$ cat config.mk
export PLATFORM = sky130hd
export DESIGN_NAME = ram_arbiter
export DESIGN_NICKNAME = d
export VERILOG_FILES = /design/src/rtl/ram_arbiter.sv
export SDC_FILE = /design/constraint.sdc
export NUM_CORES = 1
export LEC_CHECK = 0
export ABC_CLOCK_PERIOD_IN_PS = 1200
export BUFFER_PORTS_ARGS = -buffer_cell sky130_fd_sc_hd__buf_2
export CORE_AREA = 5 5 101 103
export CTS_BUF_LIST = sky130_fd_sc_hd__clkbuf_2 sky130_fd_sc_hd__clkbuf_4 sky130_fd_sc_hd__clkbuf_8
export DETAILED_ROUTE_END_ITERATION = 10
export DIE_AREA = 0 0 106 108
export MAX_ROUTING_LAYER = met4
export PLACE_DENSITY = 0.75
export REMOVE_ABC_BUFFERS = 1
export SLEW_MARGIN = 40
export SYNTH_ARGS = -nofsm -noshare
export SYNTH_HDL_FRONTEND = slang
export SYNTH_SLANG_ARGS = --single-unit
$ cat constraint.sdc
create_clock -name clk -period 1.2 [get_ports clk]
set_clock_uncertainty 0.15 [all_clocks]
set_input_delay 0.12 -clock clk [delete_from_list [all_inputs] [get_ports clk]]
set_output_delay 0.12 -clock clk [all_outputs]
set_load 0.1 [all_outputs]
$ cat src/rtl/ram_arbiter.sv
// Arbitrates a single-port RAM between an instruction-fetch port and a load/store port.
// Data wins by default; a fetch that has waited too long gets priority.
module ram_arbiter #(
  parameter int XLEN       = 32,
  parameter int STARVE_MAX = 4
) (
  input  logic            clk,
  input  logic            rst,
  input  logic            if_req,
  input  logic [XLEN-1:0] if_addr,
  output logic            if_gnt,
  output logic            if_rvalid,
  output logic [XLEN-1:0] if_rdata,
  input  logic            d_req,
  input  logic            d_we,
  input  logic [1:0]      d_wmode,
  input  logic [XLEN-1:0] d_addr,
  input  logic [XLEN-1:0] d_wdata,
  output logic            d_gnt,
  output logic            d_rvalid,
  output logic [XLEN-1:0] d_rdata,
  input  logic            flush,
  output logic [XLEN-1:0] ram_addr,
  output logic [1:0]      ram_write_mode,
  output logic [XLEN-1:0] ram_wdata,
  input  logic [XLEN-1:0] ram_rdata,
  output logic            starved
);

  typedef enum logic [1:0] {
    OWN_NONE = 2'b00,
    OWN_IF   = 2'b01,
    OWN_D    = 2'b10
  } owner_t;

  localparam logic [3:0] STARVE_LIM = 4'(STARVE_MAX);

  owner_t          r_owner;
  owner_t          w_owner_nxt;
  logic [3:0]      r_starve_cnt;
  logic [3:0]      w_starve_cnt_nxt;
  logic            r_starved;
  logic [XLEN-1:0] r_last_addr;
  logic            w_if_gnt;
  logic            w_d_gnt;
  logic [XLEN-1:0] w_ram_addr;
  logic [1:0]      w_ram_mode;
  logic [XLEN-1:0] w_ram_wdata;

  // Grant selection: at most one winner, held off entirely while in reset
  always_comb begin
    w_if_gnt = 1'b0;
    w_d_gnt  = 1'b0;
    if (!rst) begin
      w_if_gnt = 1'b0;
      w_d_gnt  = 1'b0;
    end else if (r_starved) begin
      if (if_req) begin
        w_if_gnt = 1'b1;
      end else begin
        w_d_gnt = d_req;
      end
    end else begin
      if (d_req) begin
        w_d_gnt = 1'b1;
      end else begin
        w_if_gnt = if_req;
      end
    end
  end

  // RAM port steering; the address is held from the last grant when idle
  always_comb begin
    w_ram_addr  = r_last_addr;
    w_ram_mode  = 2'b00;
    w_ram_wdata = {XLEN{1'b0}};
    if (w_d_gnt) begin
      w_ram_addr  = d_addr;
      w_ram_wdata = d_wdata;
      if (d_we) begin
        w_ram_mode = d_wmode;
      end else begin
        w_ram_mode = 2'b00;
      end
    end else if (w_if_gnt) begin
      w_ram_addr = if_addr;
    end else begin
      w_ram_addr = r_last_addr;
    end
  end

  // Owner next state: a fetch granted under flush is cancelled up front
  always_comb begin
    w_owner_nxt = OWN_NONE;
    if (w_d_gnt && !d_we) begin
      w_owner_nxt = OWN_D;
    end else if (w_if_gnt && !flush) begin
      w_owner_nxt = OWN_IF;
    end else begin
      w_owner_nxt = OWN_NONE;
    end
  end

  // Starvation counter next value, saturating at the limit
  always_comb begin
    w_starve_cnt_nxt = r_starve_cnt;
    if (!if_req || w_if_gnt) begin
      w_starve_cnt_nxt = 4'd0;
    end else if (r_starve_cnt >= STARVE_LIM) begin
      w_starve_cnt_nxt = STARVE_LIM;
    end else begin
      w_starve_cnt_nxt = r_starve_cnt + 4'd1;
    end
  end

  // State registers
  always_ff @(posedge clk or negedge rst) begin
    if (!rst) begin
      r_owner      <= OWN_NONE;
      r_starve_cnt <= 4'd0;
      r_starved    <= 1'b0;
      r_last_addr  <= {XLEN{1'b0}};
    end else begin
      r_owner      <= w_owner_nxt;
      r_starve_cnt <= w_starve_cnt_nxt;
      r_starved    <= (w_starve_cnt_nxt == STARVE_LIM);
      r_last_addr  <= w_ram_addr;
    end
  end

  assign if_gnt         = w_if_gnt;
  assign d_gnt          = w_d_gnt;
  assign ram_addr       = w_ram_addr;
  assign ram_write_mode = w_ram_mode;
  assign ram_wdata      = w_ram_wdata;
  assign starved        = r_starved;

  // A flush arriving with the fetch data also drops that response
  assign if_rvalid = (r_owner == OWN_IF) && !flush;
  assign d_rvalid  = (r_owner == OWN_D);
  assign if_rdata  = if_rvalid ? ram_rdata : {XLEN{1'b0}};
  assign d_rdata   = d_rvalid ? ram_rdata : {XLEN{1'b0}};

endmodule

==> impl_results.rst, run 1 <==
.. list-table::
   :header-rows: 1

   * - Metric
     - Value
   * - Status
     - finished, violations left
   * - Violations in the final reports
     - hold timing, setup timing
   * - Number of global-route vias before repair
     - 3424
   * - Wire length of the first global-routing pass
     - 19900 um
   * - Final Cycle Share
     - 156%
   * - Path type of the worst setup path
     - flop to output port
   * - Area used by multi-input combinational logic
     - ~1700 um2
   * - Die area
     - around 11000 um2
   * - Residual antenna-violating net count after detailed routing
     - 0
   * - Power density of the placed cells
     - 993 nW/um2
   * - Overall track demand over capacity in global routing
     - 23.2%
   * - Largest net degree at the start of global routing
     - 35
   * - Post-synth EDFFs
     - 0
   * - Share of synthesized area occupied by flip-flops and latches
     - 40.9%
   * - Largest voltage drop on the vdd net
     - 1.28 mV
   * - Leak Pwr
     - 3.19 nW
   * - Hold-fix buffer count after cts
     - 3
   * - Total negative slack
     - -88140 ps
   * - Global-route congestion overflow total
     - 0
   * - Largest cells by area after synthesis
     - sky130_fd_sc_hd__dfrtp_1, sky130_fd_sc_hd__and2_1, sky130_fd_sc_hd__o221a_2
   * - Register-to-register setup slack
     - -290 ps
   * - Non-filler instance count after layout
     - 655
   * - #FFs+latches synth
     - 39
   * - Initial antenna violation count
     - 5
   * - Weighted congestion at the end of routability-driven global placement
     - about 0.84
   * - Drc violations
     - 0
   * - Mean instance size in the synthesized netlist
     - 9.95 um2
   * - Startpoint types
     - flop
   * - Cell count of the worst reg-to-reg path
     - 5
   * - RSZ-0062 raised after global routing
     - yes
   * - Final Core Density
     - between 70% and 80%
   * - Fraction of final layout cells with drive strength greater than 1
     - 85.0%
   * - Worst flop-to-flop path endpoint
     - r_last_addr[1]
   * - Library cell with the largest summed area after synthesis
     - sky130_fd_sc_hd__dfrtp_1
   * - Total count of hold-check failures in the final report
     - 4
   * - Average routed wire per standard cell
     - ~22 um
   * - Total wire length after detailed routing
     - between 10000 and 15000 um
   * - Routed via count divided by cell count
     - 4.78
   * - Clock-pin slew of the registers on the worst-case setup and hold paths
     - 80 ps
   * - Hold depth
     - 2
   * - Post-layout instance area
     - 6940 um2
   * - Hold Worst Slack
     - -9.22 ps
   * - Synth Flop Type
     - sky130_fd_sc_hd__dfrtp_1
   * - Maximum fanout encountered on the critical timing path
     - 8
   * - Detailed Routing Iterations Pass 1
     - 4
   * - Root Driver
     - sky130_fd_sc_hd__clkbuf_8
   * - Post-detail-place hpwl
     - 10200 um
   * - Layout overhead on the synthesized area
     - 190%
   * - Final period demand of the worst path
     - 1870 ps
   * - Cell area reported after detailed placement
     - approximately 6000 um2
   * - Initial core utilization
     - 26.2%
   * - Worst hold path startpoint
     - if_addr[30]
   * - Number of sinks driven by the clock tree
     - 39
   * - # IOs
     - 271
   * - Total of warnings raised by yosys
     - 0
   * - Crit path DAT
     - approximately 1600 ps
   * - Buffers added on ports
     - 270
   * - Clock buffers created by TritonCTS
     - 5
   * - Cell count after synthesis
     - 240
   * - Maxcap violations
     - 0
   * - Crit path setup slack, layout
     - -666 ps
   * - H-tree level count
     - 2
   * - Max-slew violations
     - 0
   * - Required time of the critical path
     - just over 900 ps
   * - Area of the mapped netlist
     - 2390 um2
   * - Floorplan core area
     - 9110 um2
   * - Row cnt
     - 35
   * - Number of setup violations in the final report
     - 171
   * - Share of the synthesized area in the top cell type
     - 40.9%
   * - Iter 0 DRT Violations
     - 141
   * - Cell variety after synth
     - 23
   * - Worst min path class
     - input pin to flop
   * - Fmax achieved
     - about 540 MHz
   * - Async set-reset flop share out of synthesis
     - 100%
   * - Total number of nets in the final design
     - 675
   * - Die X
     - 106 um
   * - Total via count after detailed routing
     - 3133
   * - Startpoint of the most critical register-to-register path
     - starved
   * - Post-Place Cells
     - just over 600
   * - Fillcell total
     - 538
   * - Register area
     - 976 um2
   * - TritonCTS clock tree
     - built
   * - Worst hold path endpoint
     - r_last_addr[30]
   * - Worst-case clock buffer depth
     - 2
   * - Height of the chip
     - about 110 um
   * - Crit path capture type
     - output port
   * - Clock latency on the worst-skew pair
     - around 290 ps
-- how the worst max path moves through the flow --
stage	slack [ps]	end	start
floorplan	-2140	if_rdata[0]	r_owner[1]
global placement	-360	ram_write_mode[1]	starved
detailed placement	-410	ram_write_mode[0]	starved
CTS	-690	ram_addr[13]	starved
global route	-740	ram_addr[5]	starved
finish	-670	ram_wdata[23]	starved
-- per-layer routing --
layer  share of wire, %  vias to the layer above  GRT usage, %  wire (um)
met4                1.6                        0          4.63        230
met5                  0                        -             -          0
met3                6.4                       14          4.90        908
met2                 56                      163          43.5       7980
li1                   -                     1418             -          -
met1                 36                     1538          25.4       5090
-- report_power, final --
group	switching [W]	total, W	internal, W	leakage, nW
logic	0.00261	0.00427	0.00166	2.69
clock network	0.000477	0.00110	0.000619	0.0581
registers	0.0000447	0.00152	0.00147	0.444
total	0.00313	0.00689	0.00376	3.19
-- worst max-delay path, cell delays in order (launching register included) --
cell and delay [ps]:
sky130_fd_sc_hd__dfrtp_1 400, sky130_fd_sc_hd__nand2_1 80, sky130_fd_sc_hd__nand3_2 110, sky130_fd_sc_hd__buf_6 160
sky130_fd_sc_hd__clkinv_8 80, sky130_fd_sc_hd__clkbuf_16 160, sky130_fd_sc_hd__and2_4 150, sky130_fd_sc_hd__buf_12 170
-- registers in the layout, indices dropped and copies added, names as in the netlist --
register and count:
starved 1, r_starve_cnt 4, r_owner 2, r_last_addr 32
-- metrics by stage --
step                      setup slack, ps  power (W)
after detailed placement             -407    0.00550
after floorplan                     -2140    0.00385
after global placement               -360    0.00544
after CTS                            -686    0.00688
final                                -666    0.00689
after global routing                 -736    0.00712
-- cells by family after synthesis --
logic type | count (synthesis) | synth area share, %
buffers and inverters | 21 | 4.87
AO/OA/AOI/OAI | 35 | 16.1
flip-flops | 39 | 40.9
other | 1 | 0.157
AND/OR/NAND/NOR | 143 | 37.5
adder cells (fa/ha/maj) | 1 | 0.524
-- cell usage in the layout (no fill, tap or decap), types with 2 or more instances in the layout --
cell type and instances:
sky130_fd_sc_hd__and2_4 96, sky130_fd_sc_hd__and3_4 2, sky130_fd_sc_hd__buf_12 140, sky130_fd_sc_hd__buf_16 5
sky130_fd_sc_hd__buf_2 135, sky130_fd_sc_hd__buf_4 10, sky130_fd_sc_hd__buf_6 7, sky130_fd_sc_hd__buf_8 3
sky130_fd_sc_hd__clkbuf_16 6, sky130_fd_sc_hd__clkbuf_8 5, sky130_fd_sc_hd__dfrtp_1 39, sky130_fd_sc_hd__diode_2 5
sky130_fd_sc_hd__dlygate4sd3_1 3, sky130_fd_sc_hd__nand2b_1 32, sky130_fd_sc_hd__nor2_1 3, sky130_fd_sc_hd__nor4_2 2
sky130_fd_sc_hd__o221a_2 23, sky130_fd_sc_hd__o221a_4 9
-- repair_timing --
action,in CTS,in global routing
setup buffers,6,1
cloned,7,6
gates resized for setup,134,13
setup endpoints to repair,170,172
hold endpoints to repair,51,7
pin swaps,16,72
-- cells in the mapped netlist, types with 2 or more instances --
cell and n:
sky130_fd_sc_hd__nor4_1 2, sky130_fd_sc_hd__and2_1 96, sky130_fd_sc_hd__dfrtp_1 39, sky130_fd_sc_hd__buf_6 3
sky130_fd_sc_hd__nand3_2 2, sky130_fd_sc_hd__nor2_1 4, sky130_fd_sc_hd__clkbuf_1 5, sky130_fd_sc_hd__and3_1 2
sky130_fd_sc_hd__o221a_2 32, sky130_fd_sc_hd__buf_2 9, sky130_fd_sc_hd__nand2b_1 33, sky130_fd_sc_hd__inv_1 2
-- area by class of cell --
type / instances / share of cell area (%)
antenna: 5 / 0.180
clock inverter: 3 / 0.631
multi-input combinational: 180 / 24.1
sequential: 39 / 14.1
clock buffer: 5 / 0.992
timing repair buffer: 309 / 57.6
inverter: 3 / 0.415
tap: 111 / 2.00
Power figures use the tool's default switching activity.
==> inputs of run 2 (changes only) <==
--- a/config.mk
+++ b/config.mk
@@ -7,14 +7,15 @@
 export LEC_CHECK = 0
 export ABC_CLOCK_PERIOD_IN_PS = 1200
 export BUFFER_PORTS_ARGS = -buffer_cell sky130_fd_sc_hd__buf_2
-export CORE_AREA = 5 5 101 103
+export CORE_AREA = 4 4 103 105
 export CTS_BUF_LIST = sky130_fd_sc_hd__clkbuf_2 sky130_fd_sc_hd__clkbuf_4 sky130_fd_sc_hd__clkbuf_8
 export DETAILED_ROUTE_END_ITERATION = 10
-export DIE_AREA = 0 0 106 108
+export DIE_AREA = 0 0 107 109
 export MAX_ROUTING_LAYER = met4
-export PLACE_DENSITY = 0.75
+export PLACE_DENSITY = 0.72
 export REMOVE_ABC_BUFFERS = 1
 export SLEW_MARGIN = 40
 export SYNTH_ARGS = -nofsm -noshare
 export SYNTH_HDL_FRONTEND = slang
 export SYNTH_SLANG_ARGS = --single-unit
+export TNS_END_PERCENT = 50
==> impl_results.rst, run 2 (synthesis results as in run 1) <==
.. list-table::
   :header-rows: 1

   * - Metric
     - Value
   * - Largest voltage drop on the vdd net
     - 0.811 mV
   * - Register with the highest flop count
     - r_last_addr
   * - Global-route congestion overflow total
     - 0
   * - Drc violations
     - 0
   * - Max-slew violations
     - 0
   * - Path type of the worst setup path
     - flop to output port
   * - Fmax achieved
     - 505 MHz
   * - Register area
     - between 900 and 1000 um2
   * - Crit path setup slack, layout
     - -778 ps
   * - Hold Worst Slack
     - -15.6 ps
   * - Maximum fanout encountered on the critical timing path
     - 6
   * - Area used by multi-input combinational logic
     - roughly 1900 um2
   * - Worst-case clock buffer depth
     - 2
   * - Required time of the critical path
     - 930 ps
   * - Height of the chip
     - 109 um
   * - Commonest cells after routing, fill and taps aside
     - sky130_fd_sc_hd__buf_12, sky130_fd_sc_hd__buf_2, sky130_fd_sc_hd__and2_4
   * - Floorplan core area
     - just under 10000 um2
   * - Total wire length after detailed routing
     - 14700 um
   * - RSZ-0062 raised after global routing
     - yes
   * - Number of setup violations in the final report
     - between 150 and 200
   * - Status
     - finished, violations left
   * - Total negative slack
     - -100460 ps
   * - Post-detail-place hpwl
     - 9980 um
   * - # IOs
     - 271
   * - Clock buffers created by TritonCTS
     - 5
   * - Detailed Routing Iterations Pass 1
     - 4
   * - TritonCTS clock tree
     - built
   * - Leak Pwr
     - 3.32 nW
   * - Initial antenna violation count
     - 3
   * - Cell area reported after detailed placement
     - roughly 6000 um2
   * - Overall track demand over capacity in global routing
     - a little over a fifth
   * - Clock latency on the worst-skew pair
     - approximately 280 ps
   * - Initial core utilization
     - 24.8%
   * - Max FFs per register
     - 32
   * - Routed via count divided by cell count
     - between 4 and 5
   * - Number of global-route vias before repair
     - roughly 3500
   * - Startpoint types
     - flop
   * - Total via count after detailed routing
     - between 3000 and 4000
   * - Leading registers by flop count
     - r_last_addr (32), r_starve_cnt (4), r_owner (2)
   * - Hold-fix buffer count after cts
     - 5
   * - Post-layout instance area
     - 7250 um2
   * - Die X
     - 107 um
   * - H-tree level count
     - 2
   * - Largest net degree at the start of global routing
     - 36
   * - Weighted congestion at the end of routability-driven global placement
     - 0.818
   * - Number of sinks driven by the clock tree
     - 39
   * - Iter 0 DRT Violations
     - 126
   * - Maxcap violations
     - 0
   * - Violations in the final reports
     - hold timing, setup timing
   * - Fraction of final layout cells with drive strength greater than 1
     - 84.0%
   * - Wire length of the first global-routing pass
     - 19200 um
   * - Row cnt
     - 36
   * - Final period demand of the worst path
     - 1980 ps
   * - Final Cycle Share
     - 165%
   * - Total number of nets in the final design
     - 694
   * - Residual antenna-violating net count after detailed routing
     - 0
   * - Root Driver
     - sky130_fd_sc_hd__clkbuf_8
   * - Crit path DAT
     - about 1700 ps
   * - Fillcell total
     - 593
   * - Buffers added on ports
     - 270
   * - Power density of the placed cells
     - about 960 nW/um2
   * - Layout overhead on the synthesized area
     - 204%
   * - Average routed wire per standard cell
     - roughly 21 um
   * - Die area
     - approximately 12000 um2
   * - Most common cell after layout, fill and taps aside
     - sky130_fd_sc_hd__buf_12
   * - Crit path capture type
     - output port
   * - Total count of hold-check failures in the final report
     - 11
   * - Worst min path class
     - input pin to flop
   * - Clock-pin slew of the registers on the worst-case setup and hold paths
     - ~80 ps
[run 2: cell types whose count changed in the layout (fill, tap and decap cells not counted), moves of 2 or more]
cell	change
sky130_fd_sc_hd__diode_2	-2
sky130_fd_sc_hd__and2_4	-6
sky130_fd_sc_hd__o221a_2	-22
sky130_fd_sc_hd__buf_16	-3
sky130_fd_sc_hd__buf_12	+3
sky130_fd_sc_hd__buf_6	+11
sky130_fd_sc_hd__and2_1	+6
sky130_fd_sc_hd__dlygate4sd3_1	+2
sky130_fd_sc_hd__o221a_4	+22
sky130_fd_sc_hd__buf_8	-3
sky130_fd_sc_hd__buf_4	+10
[run 2: stage by stage]
| step | instances | utilization, % | hold slack, ps | total power (W) | worst slack [ps] |
|---|---|---|---|---|---|
| floorplan | 222 | - | -326 | 0.00385 | -2140 |
| global placement | 657 | 63.8 | -56.3 | 0.00548 | -411 |
| detailed placement | 657 | 63.8 | -44.8 | 0.00554 | -453 |
| CTS | 680 | 71.5 | -24.1 | 0.00679 | -772 |
| global route | 693 | 75.2 | -22.9 | 0.00719 | -841 |
| finish | 693 | 75.2 | -15.6 | 0.00698 | -778 |
[run 2: power breakdown]
group          internal (W)  switching [W]  total (W)
Combinational       0.00183        0.00270    0.00452
Clock              0.000462       0.000468   0.000930
Sequential          0.00147      0.0000472    0.00152
Total               0.00376        0.00321    0.00698
[run 2: final cells by class]
class | instances | share of cell area (%)
Inverter | 3 | 0.328
Timing Repair Buffer | 328 | 56.8
Sequential cell | 39 | 13.5
Tap cell | 133 | 2.29
Antenna cell | 3 | 0.104
Multi-Input combinational cell | 180 | 25.7
Clock inverter | 1 | 0.121
Clock buffer | 6 | 1.14
[run 2: what timing repair did]
action,CTS,global route
resized for setup,103,61
endpoints found under the setup margin,171,172
cloned,4,7
setup buffers,9,5
hold endpoints to repair,62,20
pin swaps,42,22
[run 2: critical path, cell delays in order, from the launching register on]
cell and delay (ps):
sky130_fd_sc_hd__dfrtp_1 410, sky130_fd_sc_hd__nand2_2 100, sky130_fd_sc_hd__nand3_4 120, sky130_fd_sc_hd__clkbuf_16 190, sky130_fd_sc_hd__buf_6 120, sky130_fd_sc_hd__o221a_4 300
sky130_fd_sc_hd__buf_12 170
[run 2: per-layer routing]
layer  track usage, %  part of all wire (%)
met2             40.1                    56
met3             3.73                   5.9
met4             6.39                   1.5
met1             24.8                    36
met5                -                     0
[run 2: worst paths after layout]
| kind | start | to | slack, ps | cells past startpoint |
|---|---|---|---|---|
| hold reg to reg | r_starve_cnt[2] | r_starve_cnt[0] | 400 | 1 |
| setup / recovery | starved | ram_addr[8] | -780 | 6 |
| min in group asynchronous | rst | starved | 240 | 3 |
| setup reg to reg | starved | r_last_addr[25] | -490 | 7 |
| max in group asynchronous | rst | r_owner[0] | 270 | 3 |
| hold / removal | if_addr[21] | r_last_addr[21] | -20 | 2 |
==> inputs of run 3 (changes only) <==
--- a/config.mk
+++ b/config.mk
@@ -6,13 +6,13 @@
 export NUM_CORES = 1
 export LEC_CHECK = 0
 export ABC_CLOCK_PERIOD_IN_PS = 1200
-export BUFFER_PORTS_ARGS = -buffer_cell sky130_fd_sc_hd__buf_2
-export CORE_AREA = 4 4 103 105
+export CORE_AREA = 4 4 104 106
 export CTS_BUF_LIST = sky130_fd_sc_hd__clkbuf_2 sky130_fd_sc_hd__clkbuf_4 sky130_fd_sc_hd__clkbuf_8
 export DETAILED_ROUTE_END_ITERATION = 10
-export DIE_AREA = 0 0 107 109
+export DIE_AREA = 0 0 108 110
+export DONT_BUFFER_PORTS = 1
 export MAX_ROUTING_LAYER = met4
-export PLACE_DENSITY = 0.72
+export PLACE_DENSITY = 0.47
 export REMOVE_ABC_BUFFERS = 1
 export SLEW_MARGIN = 40
 export SYNTH_ARGS = -nofsm -noshare
==> impl_results.rst, run 3 (synthesis results as in run 1) <==
.. list-table::
   :header-rows: 1

   * - Metric
     - Value
   * - Status
     - finished, violations left
   * - Violations in the final reports
     - hold timing, setup timing
   * - Largest net degree at the start of global routing
     - 44
   * - Top Family by Delay on Critical Path
     - flip-flops
   * - Register area
     - 976 um2
   * - Clock-pin slew of the registers on the worst-case setup and hold paths
     - around 90 ps
   * - Maxcap violations
     - 0
   * - Area used by multi-input combinational logic
     - 1710 um2
   * - Number of sinks driven by the clock tree
     - 39
   * - Total negative slack
     - -88770 ps
   * - Hold-fix buffer count after cts
     - 2
   * - Met3 track demand over resource
     - 5.47%
   * - Total via count after detailed routing
     - 2474
   * - Wire length of the first global-routing pass
     - about 17000 um
   * - Die X
     - 108 um
   * - Average routed wire per standard cell
     - 22.9 um
   * - Power density of the placed cells
     - 1130 nW/um2
   * - Commonest cells after routing, fill and taps aside
     - sky130_fd_sc_hd__buf_12, sky130_fd_sc_hd__and2_4, sky130_fd_sc_hd__dfrtp_1
   * - Cell count of the worst reg-to-reg path
     - 5
   * - Weighted congestion at the end of routability-driven global placement
     - 0.751
   * - Hold Worst Slack
     - -644 ps
   * - Critical path buffers and inverters
     - 2
   * - Register with the highest flop count
     - r_last_addr
   * - Post-detail-place hpwl
     - 9040 um
   * - Most Crowded Layer GR
     - met2
   * - Placement Setup Slack
     - -377 ps
   * - Startpoint types
     - flop
   * - Fillcell total
     - approximately 750
   * - Drc violations
     - 0
   * - Max FFs per register
     - 32
   * - CP max stage cell
     - sky130_fd_sc_hd__dfrtp_1
   * - Fraction of final layout cells with drive strength greater than 1
     - between 70% and 80%
   * - Routed via count divided by cell count
     - 4.73
   * - Critical Path, Cell by Cell
     - nand2b_4 > nand3_4 > buf_16 > o221a_2 > buf_12
   * - Layout overhead on the synthesized area
     - 152%
   * - Met2 Use GR
     - approximately a third
   * - Maximum fanout encountered on the critical timing path
     - 15
   * - Final Cycle Share
     - 160%
   * - Floorplan core area
     - 9770 um2
   * - Global Route met1 Usage
     - 21.5%
   * - Root Driver
     - sky130_fd_sc_hd__clkbuf_8
   * - Longest individual stage delay on the worst path
     - 400 ps
   * - Register-to-register setup slack
     - -290 ps
   * - Number of setup violations in the final report
     - 171
   * - Initial antenna violation count
     - 0
   * - Number of global-route vias before repair
     - ~2700
   * - Number of logic stages on the critical path including buffering
     - 5
   * - Crit path capture type
     - output port
   * - Most common cell after layout, fill and taps aside
     - sky130_fd_sc_hd__buf_12
   * - Leak Pwr
     - approximately 2.6 nW
   * - Total wire length after detailed routing
     - 12000 um
   * - Overall track demand over capacity in global routing
     - 19.1%
   * - Clock buffers created by TritonCTS
     - 5
   * - Height of the chip
     - roughly 110 um
   * - Residual antenna-violating net count after detailed routing
     - 0
   * - Required time of the critical path
     - 930 ps
   * - RSZ-0062 raised after global routing
     - yes
   * - Leading registers by flop count
     - r_last_addr (32), r_starve_cnt (4), r_owner (2)
   * - Detailed Routing Iterations Pass 1
     - 4
   * - Worst min path class
     - input pin to asynchronous set/reset pin
   * - Die area
     - 11900 um2
   * - Iter 0 DRT Violations
     - 68
   * - Path type of the worst setup path
     - flop to output port
   * - TritonCTS clock tree
     - built
   * - Fmax achieved
     - 522 MHz
   * - Worst-case clock buffer depth
     - 2
   * - Crit path setup slack, layout
     - -715 ps
   * - Global-route congestion overflow total
     - 0
   * - Buffers added on ports
     - 0
   * - Final period demand of the worst path
     - 1920 ps
   * - Total count of hold-check failures in the final report
     - between 70 and 80
   * - Total power consumption of the routed design
     - between 0.006 and 0.007 W
   * - H-tree level count
     - 2
   * - Max-slew violations
     - 0
   * - Diode count
     - 0
   * - Initial core utilization
     - 24.4%
   * - Total number of nets in the final design
     - 526
   * - # IOs
     - 271
   * - Clock latency on the worst-skew pair
     - 300 ps
   * - Row cnt
     - 36
   * - Largest voltage drop on the vdd net
     - approximately 1.1 mV
   * - Crit path DAT
     - ~1700 ps
[run 3: cell type report]
| class | instances | area share (%) |
|---|---|---|
| multi-input combinational | 180 | 28.4 |
| clock inverter | 3 | 1.19 |
| clock buffer | 5 | 1.14 |
| inverter | 3 | 0.187 |
| timing repair buffer | 160 | 50.1 |
| tap | 133 | 2.77 |
| sequential | 39 | 16.2 |
[run 3: stage by stage]
stage | util, % | std cells | area, um2
final | 61.5 | 523 | 6010
after global routing | 61.5 | 523 | 6010
after CTS | 60.4 | 522 | 5900
after detailed placement | 54.2 | 506 | 5300
after global placement | 54.2 | 506 | 5300
after floorplan | - | 222 | 2280
[run 3: what timing repair did]
action / 4_1_cts / 5_1_grt
endpoints found under the hold margin: 76 / 75
buffers inserted: 1 / 1
cloned: 5 / 0
setup endpoints to repair: 171 / 173
gates resized for setup: 113 / 25
pin swaps: 53 / 18
[run 3: worst register-to-register path, cell delays in order (launching register included)]
cell and delay (ps):
sky130_fd_sc_hd__dfrtp_1 400, sky130_fd_sc_hd__nand2b_4 160, sky130_fd_sc_hd__nand3_4 130, sky130_fd_sc_hd__buf_4 190
sky130_fd_sc_hd__o221a_4 260, sky130_fd_sc_hd__buf_6 110
[run 3: final timing paths]
check,startpoint,to
worst max-delay path,starved,ram_addr[3]
worst min-delay path,rst,r_last_addr[6]
worst max register to register,starved,r_last_addr[7]
worst min register to register,r_starve_cnt[2],r_starve_cnt[0]
max in group asynchronous,rst,r_last_addr[4]
min in group clk,if_addr[24],r_last_addr[24]
[run 3: power by group]
group / switching [W] / internal [W] / total [W]
Sequential: 0.0000408 / 0.00147 / 0.00151
Clock: 0.000521 / 0.000845 / 0.00137
Combinational: 0.00243 / 0.00146 / 0.00389
Total: 0.00299 / 0.00378 / 0.00677
[run 3: routing by layer]
| layer | share of wire [%] | vias up |
|---|---|---|
| li1 | - | 1115 |
| met1 | 34 | 1197 |
| met2 | 55 | 150 |
| met3 | 8.5 | 12 |
| met4 | 2.0 | 0 |
| met5 | 0 | - |
